[src/rtl/vm_pkg.sv]
// Shared definitions for the change dispenser: coin values, coin_out bit positions,
// amount limit and FSM state encoding.
package vm_pkg;

    localparam logic [6:0] MAX_AMOUNT = 7'd99;

    // Coin values in units of 100
    localparam logic [6:0] COIN_VAL_100  = 7'd1;
    localparam logic [6:0] COIN_VAL_500  = 7'd5;
    localparam logic [6:0] COIN_VAL_1000 = 7'd10;
    localparam logic [6:0] COIN_VAL_5000 = 7'd50;

    localparam int COIN_BIT_100  = 0;
    localparam int COIN_BIT_500  = 1;
    localparam int COIN_BIT_1000 = 2;
    localparam int COIN_BIT_5000 = 3;

    typedef enum logic [2:0] {
        ST_IDLE   = 3'd0,
        ST_SELECT = 3'd1,
        ST_PULSE  = 3'd2,
        ST_GAP    = 3'd3,
        ST_DONE   = 3'd4
    } state_t;

    // Greedy choice: one-hot mask of the largest coin not exceeding rem (0 if rem is 0)
    function automatic logic [3:0] pick_coin(input logic [6:0] rem);
        logic [3:0] coin;
        coin = '0;
        if (rem >= COIN_VAL_5000)      coin[COIN_BIT_5000] = 1'b1;
        else if (rem >= COIN_VAL_1000) coin[COIN_BIT_1000] = 1'b1;
        else if (rem >= COIN_VAL_500)  coin[COIN_BIT_500]  = 1'b1;
        else if (rem >= COIN_VAL_100)  coin[COIN_BIT_100]  = 1'b1;
        return coin;
    endfunction

    function automatic logic [6:0] coin_value(input logic [3:0] coin);
        logic [6:0] val;
        val = '0;
        if (coin[COIN_BIT_5000])      val = COIN_VAL_5000;
        else if (coin[COIN_BIT_1000]) val = COIN_VAL_1000;
        else if (coin[COIN_BIT_500])  val = COIN_VAL_500;
        else if (coin[COIN_BIT_100])  val = COIN_VAL_100;
        return val;
    endfunction

endpackage

[src/rtl/coin_pulse_timer.sv]
// Down-counter timing the PULSE and GAP phases; expired is high once length cycles
// have elapsed since load (including the cycle after the loading edge).
module coin_pulse_timer (
    input  logic       clk,
    input  logic       reset_n,
    input  logic       load,
    input  logic [3:0] length,
    output logic       expired
);

    logic [3:0] count_reg;

    always_ff @(posedge clk or negedge reset_n) begin
        if (!reset_n) begin
            count_reg <= '0;
        end else if (load) begin
            count_reg <= length - 4'd1;
        end else if (count_reg != 4'd0) begin
            count_reg <= count_reg - 4'd1;
        end
    end

    assign expired = (count_reg == 4'd0);

endmodule

[src/rtl/change_dispenser.sv]
// Greedy coin dispenser: pays out amount (units of 100) as timed one-hot coin pulses,
// largest coin first, with abort and rejection of out-of-range requests.
module change_dispenser
    import vm_pkg::*;
#(
    parameter int PULSE_CYCLES = 2,
    parameter int GAP_CYCLES   = 1
) (
    input  logic       clk,
    input  logic       reset_n,
    input  logic       start,
    input  logic [6:0] amount,
    input  logic       abort,
    output logic [3:0] coin_out,
    output logic       busy,
    output logic       done,
    output logic       error,
    output logic [6:0] remaining
);

    localparam logic [3:0] PULSE_LEN = 4'(PULSE_CYCLES);
    localparam logic [3:0] GAP_LEN   = 4'(GAP_CYCLES);

    state_t     state_reg, state_next;
    logic [6:0] remaining_reg, remaining_next;
    logic [3:0] coin_reg, coin_next;
    logic       error_reg, error_next;
    logic       timer_load;
    logic [3:0] timer_length;
    logic       timer_expired;
    logic [3:0] sel_coin;

    assign sel_coin = pick_coin(remaining_reg);

    coin_pulse_timer u_timer (
        .clk     (clk),
        .reset_n (reset_n),
        .load    (timer_load),
        .length  (timer_length),
        .expired (timer_expired)
    );

    always_ff @(posedge clk or negedge reset_n) begin
        if (!reset_n) begin
            state_reg     <= ST_IDLE;
            remaining_reg <= '0;
            coin_reg      <= '0;
            error_reg     <= 1'b0;
        end else begin
            state_reg     <= state_next;
            remaining_reg <= remaining_next;
            coin_reg      <= coin_next;
            error_reg     <= error_next;
        end
    end

    always_comb begin
        state_next     = state_reg;
        remaining_next = remaining_reg;
        coin_next      = coin_reg;
        error_next     = 1'b0;
        timer_load     = 1'b0;
        timer_length   = PULSE_LEN;

        case (state_reg)
            ST_IDLE: begin
                if (start) begin
                    if (amount <= MAX_AMOUNT) begin
                        remaining_next = amount;
                        state_next     = ST_SELECT;
                    end else begin
                        error_next = 1'b1;
                    end
                end
            end
            ST_SELECT: begin
                if (abort) begin
                    state_next = ST_IDLE;
                end else if (remaining_reg == 7'd0) begin
                    state_next = ST_DONE;
                end else begin
                    coin_next      = sel_coin;
                    remaining_next = remaining_reg - coin_value(sel_coin);
                    timer_load     = 1'b1;
                    timer_length   = PULSE_LEN;
                    state_next     = ST_PULSE;
                end
            end
            ST_PULSE: begin
                if (abort) begin
                    state_next = ST_IDLE;
                end else if (timer_expired) begin
                    timer_load   = 1'b1;
                    timer_length = GAP_LEN;
                    state_next   = ST_GAP;
                end
            end
            ST_GAP: begin
                if (abort) begin
                    state_next = ST_IDLE;
                end else if (timer_expired) begin
                    state_next = ST_SELECT;
                end
            end
            ST_DONE: begin
                state_next = ST_IDLE;
            end
            default: begin
                state_next = ST_IDLE;
            end
        endcase
    end

    // coin_reg persists between coins; gating on PULSE keeps coin_out clean elsewhere
    assign coin_out  = (state_reg == ST_PULSE) ? coin_reg : 4'd0;
    assign busy      = (state_reg != ST_IDLE);
    assign done      = (state_reg == ST_DONE);
    assign error     = error_reg;
    assign remaining = remaining_reg;

endmodule
[config.mk]
export PLATFORM = sky130hd
export DESIGN_NAME = change_dispenser
export DESIGN_NICKNAME = d
export VERILOG_FILES = /design/src/rtl/vm_pkg.sv /design/src/rtl/coin_pulse_timer.sv /design/src/rtl/change_dispenser.sv
export SDC_FILE = /design/constraint.sdc
export NUM_CORES = 1
export LEC_CHECK = 0
export CORE_UTILIZATION = 35
export DETAILED_ROUTE_END_ITERATION = 10
export HOLD_SLACK_MARGIN = 0.03
export PLACE_DENSITY = 0.57
export SYNTH_ARGS = -nofsm -noshare
export SYNTH_HDL_FRONTEND = slang
export SYNTH_HIERARCHICAL = 1
export SYNTH_SLANG_ARGS = --single-unit
[constraint.sdc]
create_clock -name clk -period 2.7 [get_ports clk]
set_clock_uncertainty 0.1 [all_clocks]
set_input_delay 0.54 -clock clk [delete_from_list [all_inputs] [get_ports clk]]
set_output_delay 0.54 -clock clk [all_outputs]
set_load 0.01 [all_outputs]
After elaboration in Yosys (flattened, before gate mapping)
Cells that the tools add are included.
{ "classes": {"add_sub_neg": 3, "multipliers": 0, "div_mod_pow": 0, "n_lt_le_gt_ge": 5, "eq_ne": 10, "n_shift": 0, "mux": 42, "bitwise_logic": 2, "n_reduce_logical": 10} }
{ "op_table": {"columns": ["operator", "n"], "rows": [
  ["$mux W7", 7],
  ["$mux W3", 10],
  ["$mux W4", 4],
  ["$pmux W7 S2", 1],
  ["$mux W1", 13],
  ["$pmux W3 S4", 1],
  ["$mux W2", 4],
  ["$ne A2 B2 Y1 const B", 4],
  ["$ge A7 B1 Y1 const B", 1],
  ["$ge A7 B3 Y1 const B", 1],
  ["$ge A7 B4 Y1 const B", 1],
  ["$ge A7 B6 Y1 const B", 1],
  ["$le A7 B7 Y1 const B", 1],
  ["$logic_not A7 Y1", 1],
  ["$sub A7 B7 Y7", 1],
  ["$eq A3 B2 Y1 const B", 2],
  ["$mux W6", 1],
  ["$ne A3 B3 Y1 const B", 2],
  ["$reduce_and A5 Y1", 1],
  ["$logic_not A4 Y1", 1],
  ["$reduce_and A4 Y1", 1],
  ["$reduce_bool A2 Y1", 2],
  ["$reduce_bool A4 Y1", 1],
  ["$sub A4 B1 Y4 const B", 1],
  ["other kinds (8)", 9]
]} }
{ "totals": {"reg_bits": 19, "latch_bits": 0, "ram_bits": 0, "romBits": 0, "out_inout_bits": 14, "memories": 0} }

Longest topological paths before layout
Gate-level depths: netlist (run 1).
{ "logic_depth": {"ltp_word": 16, "depth_mapped": 12, "mapped_depth_nobuf": 12} }

By module
Netlist (run 1), hierarchy kept.
{ "modules_own_cells": {"columns": ["mod", "n_inst", "cells_per_inst", "area_per_inst_um2", "seq_area_each_um2"], "rows": [
  ["change_dispenser", 1, 129, 1092.3, 375.4],
  ["coin_pulse_timer", 1, 21, 242.7, 100.1]
]} }

Worst setup path before layout (run 1)
Ideal clock, no wire load.
{ "synth_path": {"kind": "register to register", "from": "register remaining_reg[5], in the netlist remaining[5]", "to": "register u_timer.count_reg[2]", "setup_time_ns": 0.095, "arrival_time_ns": 2.392, "slack_ns": 0.112, "stages_incl_launch_ff": 11, "n_path_buf": 2, "synth_period_minus_slack_ns": 2.588, "path_cell_list": "dfrtp_1 or4_1 nor2_1 or3_1 buf_2 nand2_1 buf_2 mux2i_1 ha_1 xnor2_1 o31ai_1"} }
{ "synth_via": {"elab_chain_cells": 5, "elab_cells_between_ends": 6, "classes_between": "mux (4); reduce/logical (2)"} }
{ "synth_rtl": {"columns": ["element", "line_no", "rtl"], "rows": [
  ["from (decl)", "change_dispenser.sv:25", "logic [6:0] remaining_reg, remaining_next;"],
  ["from (signal assigned)", "change_dispenser.sv:51", "remaining_reg <= remaining_next;"],
  ["$logic_not A7 Y1 *", "change_dispenser.sv:79", "end else if (remaining_reg == 7'd0) begin"],
  ["$mux W1 *", "change_dispenser.sv:79", null],
  ["$mux W1 *", "change_dispenser.sv:77", "if (abort) begin"],
  ["$pmux W1 S2 *", "change_dispenser.sv:65", "case (state_reg)"],
  ["net timer_load", "change_dispenser.sv:28", "logic timer_load;"],
  ["$mux W4 or $reduce_bool A2 Y1 (tied branches)", null, null],
  ["to (signal assigned)", "coin_pulse_timer.sv:17", "count_reg <= length - 4'd1;"],
  ["to (signal assigned)", "coin_pulse_timer.sv:19", "count_reg <= count_reg - 4'd1;"],
  ["to (decl)", "coin_pulse_timer.sv:11", "logic [3:0] count_reg;"]
]} }
The timed path passes the listed nets; every way through them passes the cells marked *.
A chain may end at the register's enable or synchronous reset.

Worst setup path in the final report (run 1)
Same ends and word-level chain as after synthesis.

==> metrics.md, run 1 <==
| Metric | Value |
|---|---|
| Status | finished clean |
| Nets | 217 |
| Pwr Total | 0.002106 W |
| Die area | 4065 um^2 |
| Vias per cell | 5.143 |
| Fraction of registers with async set/reset | 1.000 |
| Top post-synthesis cells by count | 20 x nand2_1, 19 x dfrtp_1, 19 x nor2_1, 9 x o21ai_0, 7 x ha_1 |
| Average size of a mapped cell | 8.900 um^2 |
| Clk slew on worst S/H paths | approximately 0.08 ns |
| Hold Startpoint | coin_reg[2] |
| Initial core utilization | 0.3647 |
| Setup TNS | 0 ns |
| CTS Sinks | 19 |
| Multi-input gate area | 864.6 um^2 |
| Synth top area share | 0.3561 |
| Antenna Cells | 0 |
| Yosys cell types | 46 |
| EDFF count, synth | 0 |
| Critical Path Source | remaining[5] |
| Post-Syn Area | approximately 1300 um^2 |
| Post-Synthesis Cells | 150 |
| Core area | 3661 um^2 |
| Filler cells | 359 |
| Hold Violations, Final | 0 |
| Vias | 1260 |
| Wire per inst | 13.76 um |
| Max Clock Freq | 0.3936 GHz |
| Area leader, netlist | dfrtp_1 |
| First-pass GRT wire length | 5595 um |
| Post-CTS Hold Buffers | 0 |
| CP Data Required Time | ~2.8 ns |
| Max reg flops | 7 |
| Gr usage total | 0.1783 |
| Leakage power total | 0.8072 nW |
| MaxCap Viol Count | 0 |
| First-pass DRT Iterations | 4 |
| Final setup violation count | 0 |
| Min Tclk post-route | 2.541 ns |
| Yosys warns | 6 |
| Worst min-delay path category | reg2reg |
| Clock latency at the later pin of the worst-skew pair | 0.26 ns |
| CP arrival | 2.61 ns |
| IO buf count | 24 |
| Antenna violations before repair | 0 |
| # IOs | 25 |
| Die W | between 60 and 70 um |
| Synthesis-to-finish area growth | 39.83% |
| PwrDens | 1128 nW/um^2 |
| Critical setup path kind | reg2reg |
| Crit. End Element | flop |
| Peak supply drop | 481.1 uV |
| Routed WL | 3371 um |
| Largest net degree at the start of global routing | 20 |
| Slew Limit Fails | 0 |
| Die Height | 63.76 um |
| Placed cell count | 241 |
| Global placement routability congestion | between 0.8 and 0.9 |
| CTS tree | yes |
| Period utilisation layout | 0.9410 |
| Sequential-to-total area share from yosys stat | 0.3561 |
| Row count | 22 |
| Post-CTS Setup Bufs | 0 |
| Routed Antenna Nets | 0 |
| Top FF cell, synth | dfrtp_1 |
| Crit Path Max Fanout | 5 |
| Clk buf depth | 2 |
| Gr ovfl total | 0 |
| Reg power frac | 0.238 |
| Num CTS Buffers | 3 |
| Clock power frac | 0.097 |
| Combinational Power Share | 0.665 |
| CTS H-tree depth | 1 |
| 1st-iter DRT viols | 35 |
| Area contributors post-synth | dfrtp_1 36%, ha_1 6.6%, nand2_1 5.6% |
| CTS root buffer | clkbuf_8 |
| Startpoint Class | flop |
| Flop and latch count out of synthesis | 19 |
| Vias in the first global route | 1226 |
| NetSw | around 0.00091 W |
| Cell internal pwr | 0.001200 W |
| Seq. cell area | 475.5 um^2 |
| Detail Placement HPWL | 2645 um |
| Sw Ratio | 0.4300 |
| Share of layout cells above drive strength 1 | 0.2183 |
| Drt drc | 0 |
| Most frequent cell after synthesis | nand2_1 |
| Final std cells w/o fill | around 250 |
| R2r startpoint | remaining[5] |
-- through the flow --
stage | setup slack, ns | cell area (um^2) | hold WS, ns | utilization
after global placement | 0.008850 | 1778 | 0.3597 | 0.4856
after detailed placement | -0.03990 | 1778 | 0.3751 | 0.4856
final | 0.1592 | 1867 | 0.3895 | 0.5099
after CTS | 0.03337 | 1833 | 0.3932 | 0.5007
after floorplan | 0.1121 | 1343 | 0.1444 | -
after global routing | -0.02713 | 1867 | 0.4129 | 0.5099
-- cells by family after synthesis --
| group | after synthesis | synth area share |
|---|---|---|
| AOI/OAI and AO/OA | 35 | 0.1837 |
| xor gates and xnor gates | 5 | 0.03281 |
| adders and majority gates | 8 | 0.08060 |
| buffers and inverters | 9 | 0.03373 |
| DFF | 19 | 0.3561 |
| muxes | 4 | 0.03093 |
| other | 1 | 0.002809 |
| and+or+nand+nor | 69 | 0.2793 |
-- final cells by class --
class,instances,area share
repair buffers,46,0.2172
clock inverters,1,0.002681
well taps,48,0.03217
flip-flops and latches,19,0.2547
multi-input cells,124,0.4631
inverters,4,0.008043
clock buffers,3,0.02212
-- timing repair --
action                     4_1_cts  5_1_grt
pin swaps                        1        3
gates resized for setup          2        8
setup endpoints to repair        2        3
-- cell usage in the layout, fill, tap and decap left out, drive strengths merged, types with 2 or more instances in the layout --
master / n
a21oi: 6
a31oi: 6
and2: 5
buf: 22
clkbuf: 3
clkdlybuf4s50: 24
conb: 3
dfrtp: 19
ha: 7
inv: 4
mux2i: 3
nand2: 21
nand2b: 2
nand3b: 2
nor2: 20
nor3: 3
nor3b: 3
o21a: 3
o21ai: 9
o31ai: 2
or3: 5
xnor2: 3
xor2: 2
-- per-layer routing --
layer | track usage | vias to the layer above | wire [um] | part of all wire
met3 | 0.04107 | 6 | 135 | 0.040
li1 | - | 623 | - | -
met5 | 0 | - | 0 | 0
met2 | 0.3019 | 32 | 1583 | 0.47
met4 | 0.06250 | 0 | 48 | 0.014
met1 | 0.2201 | 599 | 1603 | 0.48
-- path summary, 6_finish.rpt --
path                                   endpoint  slack (ns)  cells past startpoint
hold / removal                      coin_reg[2]        0.39                      2
max in group asynchronous          remaining[1]        1.78                      2
min in group asynchronous  u_timer/count_reg[1]        0.51                      2
setup reg to reg           u_timer/count_reg[2]        0.16                     10
setup / recovery           u_timer/count_reg[2]        0.16                     10
hold reg to reg                     coin_reg[2]        0.39                      2
-- power by group through the flow --
stage               clock network, W  logic (W)  registers (W)
finish                      0.000204    0.00140       0.000501
floorplan                          0   0.000748       0.000533
global placement                   0    0.00129       0.000498
global route                0.000224    0.00155       0.000517
CTS                         0.000210    0.00133       0.000501
detailed placement                 0    0.00132       0.000501
-- worst max-delay path: stages, from the launching register on --
cell and delay (ns):
dfrtp_1 0.39, buf_4 0.16, or4_1 0.56, nor2_1 0.16
or3_1 0.14, nand2_1 0.16, mux2i_2 0.24, ha_2 0.24
xor2_1 0.15, nand2_1 0.07, o31ai_1 0.07
Power figures use the tool's default switching activity.
==> inputs of run 2 (changes only) <==
--- a/config.mk
+++ b/config.mk
@@ -5,10 +5,13 @@
 export SDC_FILE = /design/constraint.sdc
 export NUM_CORES = 1
 export LEC_CHECK = 0
+export CELL_PAD_IN_SITES_DETAIL_PLACEMENT = 0
+export CELL_PAD_IN_SITES_GLOBAL_PLACEMENT = 1
 export CORE_UTILIZATION = 35
 export DETAILED_ROUTE_END_ITERATION = 10
 export HOLD_SLACK_MARGIN = 0.03
-export PLACE_DENSITY = 0.57
+export MAX_ROUTING_LAYER = met4
+export PLACE_DENSITY = 0.72
 export SYNTH_ARGS = -nofsm -noshare
 export SYNTH_HDL_FRONTEND = slang
 export SYNTH_HIERARCHICAL = 1
==> metrics.md, run 2 (synthesized netlist as in run 1, its figures left out) <==
| Metric | Value |
|---|---|
| Status | finished clean |
| Worst min-delay path category | reg2reg |
| CTS root buffer | clkbuf_8 |
| Slew Limit Fails | 0 |
| CP Data Required Time | 2.76 ns |
| Filler cells | ~360 |
| # IOs | 25 |
| Antenna violations before repair | 0 |
| CTS tree | yes |
| PwrDens | 1107 nW/um^2 |
| IO buf count | 24 |
| Vias per cell | 5.194 |
| Largest net degree at the start of global routing | 20 |
| Drt drc | 0 |
| First-pass GRT wire length | 5513 um |
| Most frequent cells in the layout | 24 x clkdlybuf4s50_1, 20 x nand2_1, 19 x nor2_1, 19 x dfrtp_1, 19 x buf_4 |
| Gr ovfl total | 0 |
| Global placement routability congestion | between 0.8 and 0.9 |
| Clk buf depth | 2 |
| Commonest non-fill, non-tap cell in the layout | clkdlybuf4s50_1 |
| NetSw | 0.0008684 W |
| Initial core utilization | 0.3647 |
| Num CTS Buffers | 3 |
| Final std cells w/o fill | 242 |
| CTS H-tree depth | 1 |
| Post-CTS Setup Bufs | 0 |
| Synthesis-to-finish area growth | 36.83% |
| Max reg flops | 7 |
| Post-route setup slack | 0.1641 ns |
| Die Height | between 60 and 70 um |
| Cell area after placement | 1755 um^2 |
| Reg power frac | 0.245 |
| MaxCap Viol Count | 0 |
| Max Clock Freq | 0.3943 GHz |
| Seq. cell area | 475.5 um^2 |
| Routed WL | 3150 um |
| CP arrival | 2.59 ns |
| Clk slew on worst S/H paths | 0.08 ns |
| Cell internal pwr | ~0.0012 W |
| Period utilisation layout | 0.9392 |
| Clock power frac | 0.104 |
| CTS Sinks | 19 |
| Sw Ratio | 0.4295 |
| Hold Violations, Final | 0 |
| Antenna Cells | 0 |
| Setup TNS | 0 ns |
| Startpoint Class | flop |
| Critical setup path kind | reg2reg |
| Core area | around 3700 um^2 |
| Vias in the first global route | approximately 1200 |
| Nets | 214 |
| Min Tclk post-route | 2.536 ns |
| Post-layout instance area | 1827 um^2 |
| Die area | about 4100 um^2 |
| Crit Path Max Fanout | 2 |
| Clock latency at the later pin of the worst-skew pair | 0.26 ns |
| Wire per inst | 13.02 um |
| Combinational Power Share | 0.651 |
| Multi-input gate area | approximately 840 um^2 |
| Gr usage total | 0.1769 |
| Row count | 22 |
| 1st-iter DRT viols | 27 |
| Routed Antenna Nets | 0 |
| Vias | 1257 |
| Post-placement setup slack | 0.001271 ns |
| First-pass DRT Iterations | 4 |
| Leakage power total | 0.7829 nW |
| Crit. End Element | flop |
| Share of layout cells above drive strength 1 | 0.1856 |
| Die W | 63.76 um |
| Detail Placement HPWL | between 2000 and 2500 um |
| Post-CTS Hold Buffers | 0 |
| Placed cell count | 238 |
| Peak supply drop | 437.6 uV |
| Final setup violation count | 0 |
==> run 2: final cells by class <==
type                            instances  area share
Timing Repair Buffer                   43      0.2096
Sequential cell                        19      0.2603
Clock buffer                            3     0.02260
Inverter                                4    0.008219
Multi-Input combinational cell        124      0.4623
Tap cell                               48     0.03288
Clock inverter                          1    0.004110
==> run 2: power groups by stage <==
stage          Clock (W)  Combinational, W  Sequential, W
2_1_floorplan          0          0.000748       0.000533
3_3_place_gp           0           0.00123       0.000488
3_5_place_dp           0           0.00126       0.000496
4_1_cts         0.000215           0.00127       0.000495
5_1_grt         0.000227           0.00147       0.000513
6_report        0.000210           0.00132       0.000495
==> run 2: final timing paths <==
path,startpoint,endpoint,slack [ns],depth (start not counted)
max in group asynchronous,reset_n,coin_reg[3],1.79,2
setup reg to reg,remaining[4],remaining[6],0.16,12
hold reg to reg,coin_reg[3],coin_reg[3],0.37,2
min in group asynchronous,reset_n,remaining[2],0.50,2
hold / removal,coin_reg[3],coin_reg[3],0.37,2
setup / recovery,remaining[4],remaining[6],0.16,12
==> run 2: metal layers <==
metal | part of all wire | track usage | up-vias
met2 | 0.46 | 0.2793 | 34
met1 | 0.48 | 0.2362 | 597
met4 | 0.015 | 0.05682 | 0
met5 | 0 | - | -
li1 | - | - | 619
met3 | 0.037 | 0.02143 | 7
==> run 2: what timing repair did <==
action                     in CTS  in global routing
pin swaps                       0                  2
gates resized for setup         1                  5
setup endpoints to repair       1                  3
==> run 2: per-stage QoR <==
stage	utilization	hold slack, ns	power (W)
2_1_floorplan	-	0.1444	0.001281
5_1_grt	0.4990	0.4178	0.002207
4_1_cts	0.4942	0.3801	0.001977
3_3_place_gp	0.4795	0.3563	0.001723
3_5_place_dp	0.4795	0.3630	0.001758
6_report	0.4990	0.3709	0.002022
==> run 2: critical path: stages (launching register included) <==
cell and delay [ns]:
dfrtp_1 0.39, nor3_2 0.24, nand2_1 0.10, inv_1 0.09, o21a_1 0.13, ha_1 0.15
inv_1 0.05, fa_2 0.36, a211oi_2 0.19, nor2_1 0.09, a31oi_2 0.22, a31oi_1 0.11
o22a_1 0.19
==> inputs of run 3 (changes only) <==
--- a/config.mk
+++ b/config.mk
@@ -5,13 +5,14 @@
 export SDC_FILE = /design/constraint.sdc
 export NUM_CORES = 1
 export LEC_CHECK = 0
+export ABC_CLOCK_PERIOD_IN_PS = 2700
 export CELL_PAD_IN_SITES_DETAIL_PLACEMENT = 0
 export CELL_PAD_IN_SITES_GLOBAL_PLACEMENT = 1
 export CORE_UTILIZATION = 35
 export DETAILED_ROUTE_END_ITERATION = 10
 export HOLD_SLACK_MARGIN = 0.03
 export MAX_ROUTING_LAYER = met4
-export PLACE_DENSITY = 0.72
+export PLACE_DENSITY = 0.73
 export SYNTH_ARGS = -nofsm -noshare
 export SYNTH_HDL_FRONTEND = slang
 export SYNTH_HIERARCHICAL = 1
==> metrics.md, run 3 (synthesized netlist as in run 1, its figures left out) <==
| Metric | Value |
|---|---|
| Status | finished clean |
| Commonest non-fill, non-tap cell in the layout | clkdlybuf4s50_1 |
| MaxCap Viol Count | 0 |
| Vias in the first global route | about 1300 |
| Cells on worst reg2reg path | 12 |
| CTS H-tree depth | 1 |
| Clk slew on worst S/H paths | 0.07 ns |
| Post-CTS Setup Bufs | 0 |
| Min Tclk post-route | 2.584 ns |
| Crit Path Max Fanout | 2 |
| Critical setup path kind | reg2reg |
| Hold Startpoint | coin_reg[0] |
| Seq. cell area | around 480 um^2 |
| Routed Antenna Nets | 0 |
| Most frequent cells in the layout | 24 x clkdlybuf4s50_1, 20 x buf_4, 19 x nand2_1, 19 x dfrtp_1, 18 x nor2_1 |
| Placed cell count | ~240 |
| Antenna Cells | 0 |
| IO buf count | 24 |
| First-pass DRT Iterations | 4 |
| Crit. End Element | flop |
| Peak supply drop | 722.7 uV |
| Gr ovfl total | 0 |
| Post-CTS Hold Buffers | 0 |
| Final std cells w/o fill | 243 |
| Hold_ws | 0.3713 ns |
| Leakage power total | 0.7927 nW |
| # IOs | 25 |
| CTS tree | yes |
| Routed WL | 3297 um |
| Final setup violation count | 0 |
| Critical Path End | remaining[6] |
| Fin util | 0.5103 |
| Wire per inst | 13.57 um |
| Vias per cell | approximately 5 |
| Max reg flops | 7 |
| CP Data Required Time | roughly 2.8 ns |
| R2r startpoint | remaining[6] |
| Die W | between 60 and 70 um |
| CTS root buffer | clkbuf_8 |
| Synthesis-to-finish area growth | 39.92% |
| Share of layout cells above drive strength 1 | 0.2154 |
| Critical Path Source | remaining[6] |
| Initial core utilization | 0.3647 |
| Period utilisation layout | 0.9570 |
| Clock latency at the later pin of the worst-skew pair | 0.26 ns |
| Nets | roughly 220 |
| Antenna violations before repair | 0 |
| Max Clock Freq | 0.3870 GHz |
| Die Height | 63.76 um |
| Row count | 22 |
| Vias | 1248 |
| Worst min-delay path category | reg2reg |
| Slew Limit Fails | 0 |
| Core area | 3661 um^2 |
| Detail Placement HPWL | 2622 um |
| First-pass GRT wire length | 5685 um |
| Filler cells | 353 |
| Hold Violations, Final | 0 |
| Drt drc | 0 |
| Die area | 4065 um^2 |
| Num CTS Buffers | 3 |
| R2R Path End | remaining[6] |
| PwrDens | 1111 nW/um^2 |
| Clk buf depth | 2 |
| CTS Sinks | 19 |
| Worst reg-to-reg setup slack | 0.12 ns |
| Gr usage total | 0.1835 |
| Global placement routability congestion | 0.8445 |
| CP arrival | 2.63 ns |
| Startpoint Class | flop |
| Multi-input gate area | slightly below 900 um^2 |
| Largest net degree at the start of global routing | 20 |
| 1st-iter DRT viols | 56 |
[run 3: final cells by class]
type / count / share of cell area
Sequential cell: 19 / 0.2545
Tap cell: 48 / 0.03215
Clock buffer: 4 / 0.02411
Inverter: 4 / 0.008038
Timing Repair Buffer: 44 / 0.2090
Multi-Input combinational cell: 124 / 0.4722
[run 3: report_power, final]
part           switching (W)  total [W]  leakage [nW]  internal [W]
combinational       0.000694    0.00137         0.537      0.000674
sequential          0.000108   0.000506         0.233      0.000398
clock              0.0000967   0.000202        0.0228      0.000105
[run 3: repair_timing]
item,in CTS,in global routing
gates resized for setup,1,14
pin swaps,1,6
setup endpoints to repair,1,4
[run 3: through the flow]
step	TNS (ns)	worst slack (ns)	instance area, um^2	total power [W]
after global routing	-0.0003406	-0.0003406	1868	0.002270
after CTS	0	0.01591	1813	0.001986
after detailed placement	-0.1242	-0.07597	1763	0.001773
after global placement	0	0.01692	1763	0.001730
final	0	0.1160	1868	0.002076
after floorplan	0	0.1121	1343	0.001281
[run 3: critical path, stage by stage (launching register included)]
cell	delay, ns
dfrtp_1	0.42
nor3_4	0.23
nand2_1	0.11
inv_2	0.07
o21a_1	0.11
ha_1	0.16
inv_1	0.06
fa_2	0.35
a211oi_2	0.27
nor2_2	0.09
a31oi_2	0.21
a31oi_1	0.11
o22a_1	0.18
[run 3: worst min-delay path by stage]
| stage | end | cells after the start |
|---|---|---|
| detailed placement | coin_reg[0] | 2 |
| finish | coin_reg[0] | 2 |
| floorplan | coin_reg[0] | 0 |
| global route | coin_reg[2] | 2 |
| global placement | coin_reg[0] | 2 |
| CTS | coin_reg[0] | 2 |
[run 3: layer usage]
layer,vias up,share of wire,GRT usage
li1,623,-,-
met1,598,0.45,0.2108
met2,19,0.51,0.3191
met3,8,0.021,0.02143
met4,0,0.024,0.08239
met5,-,0,-
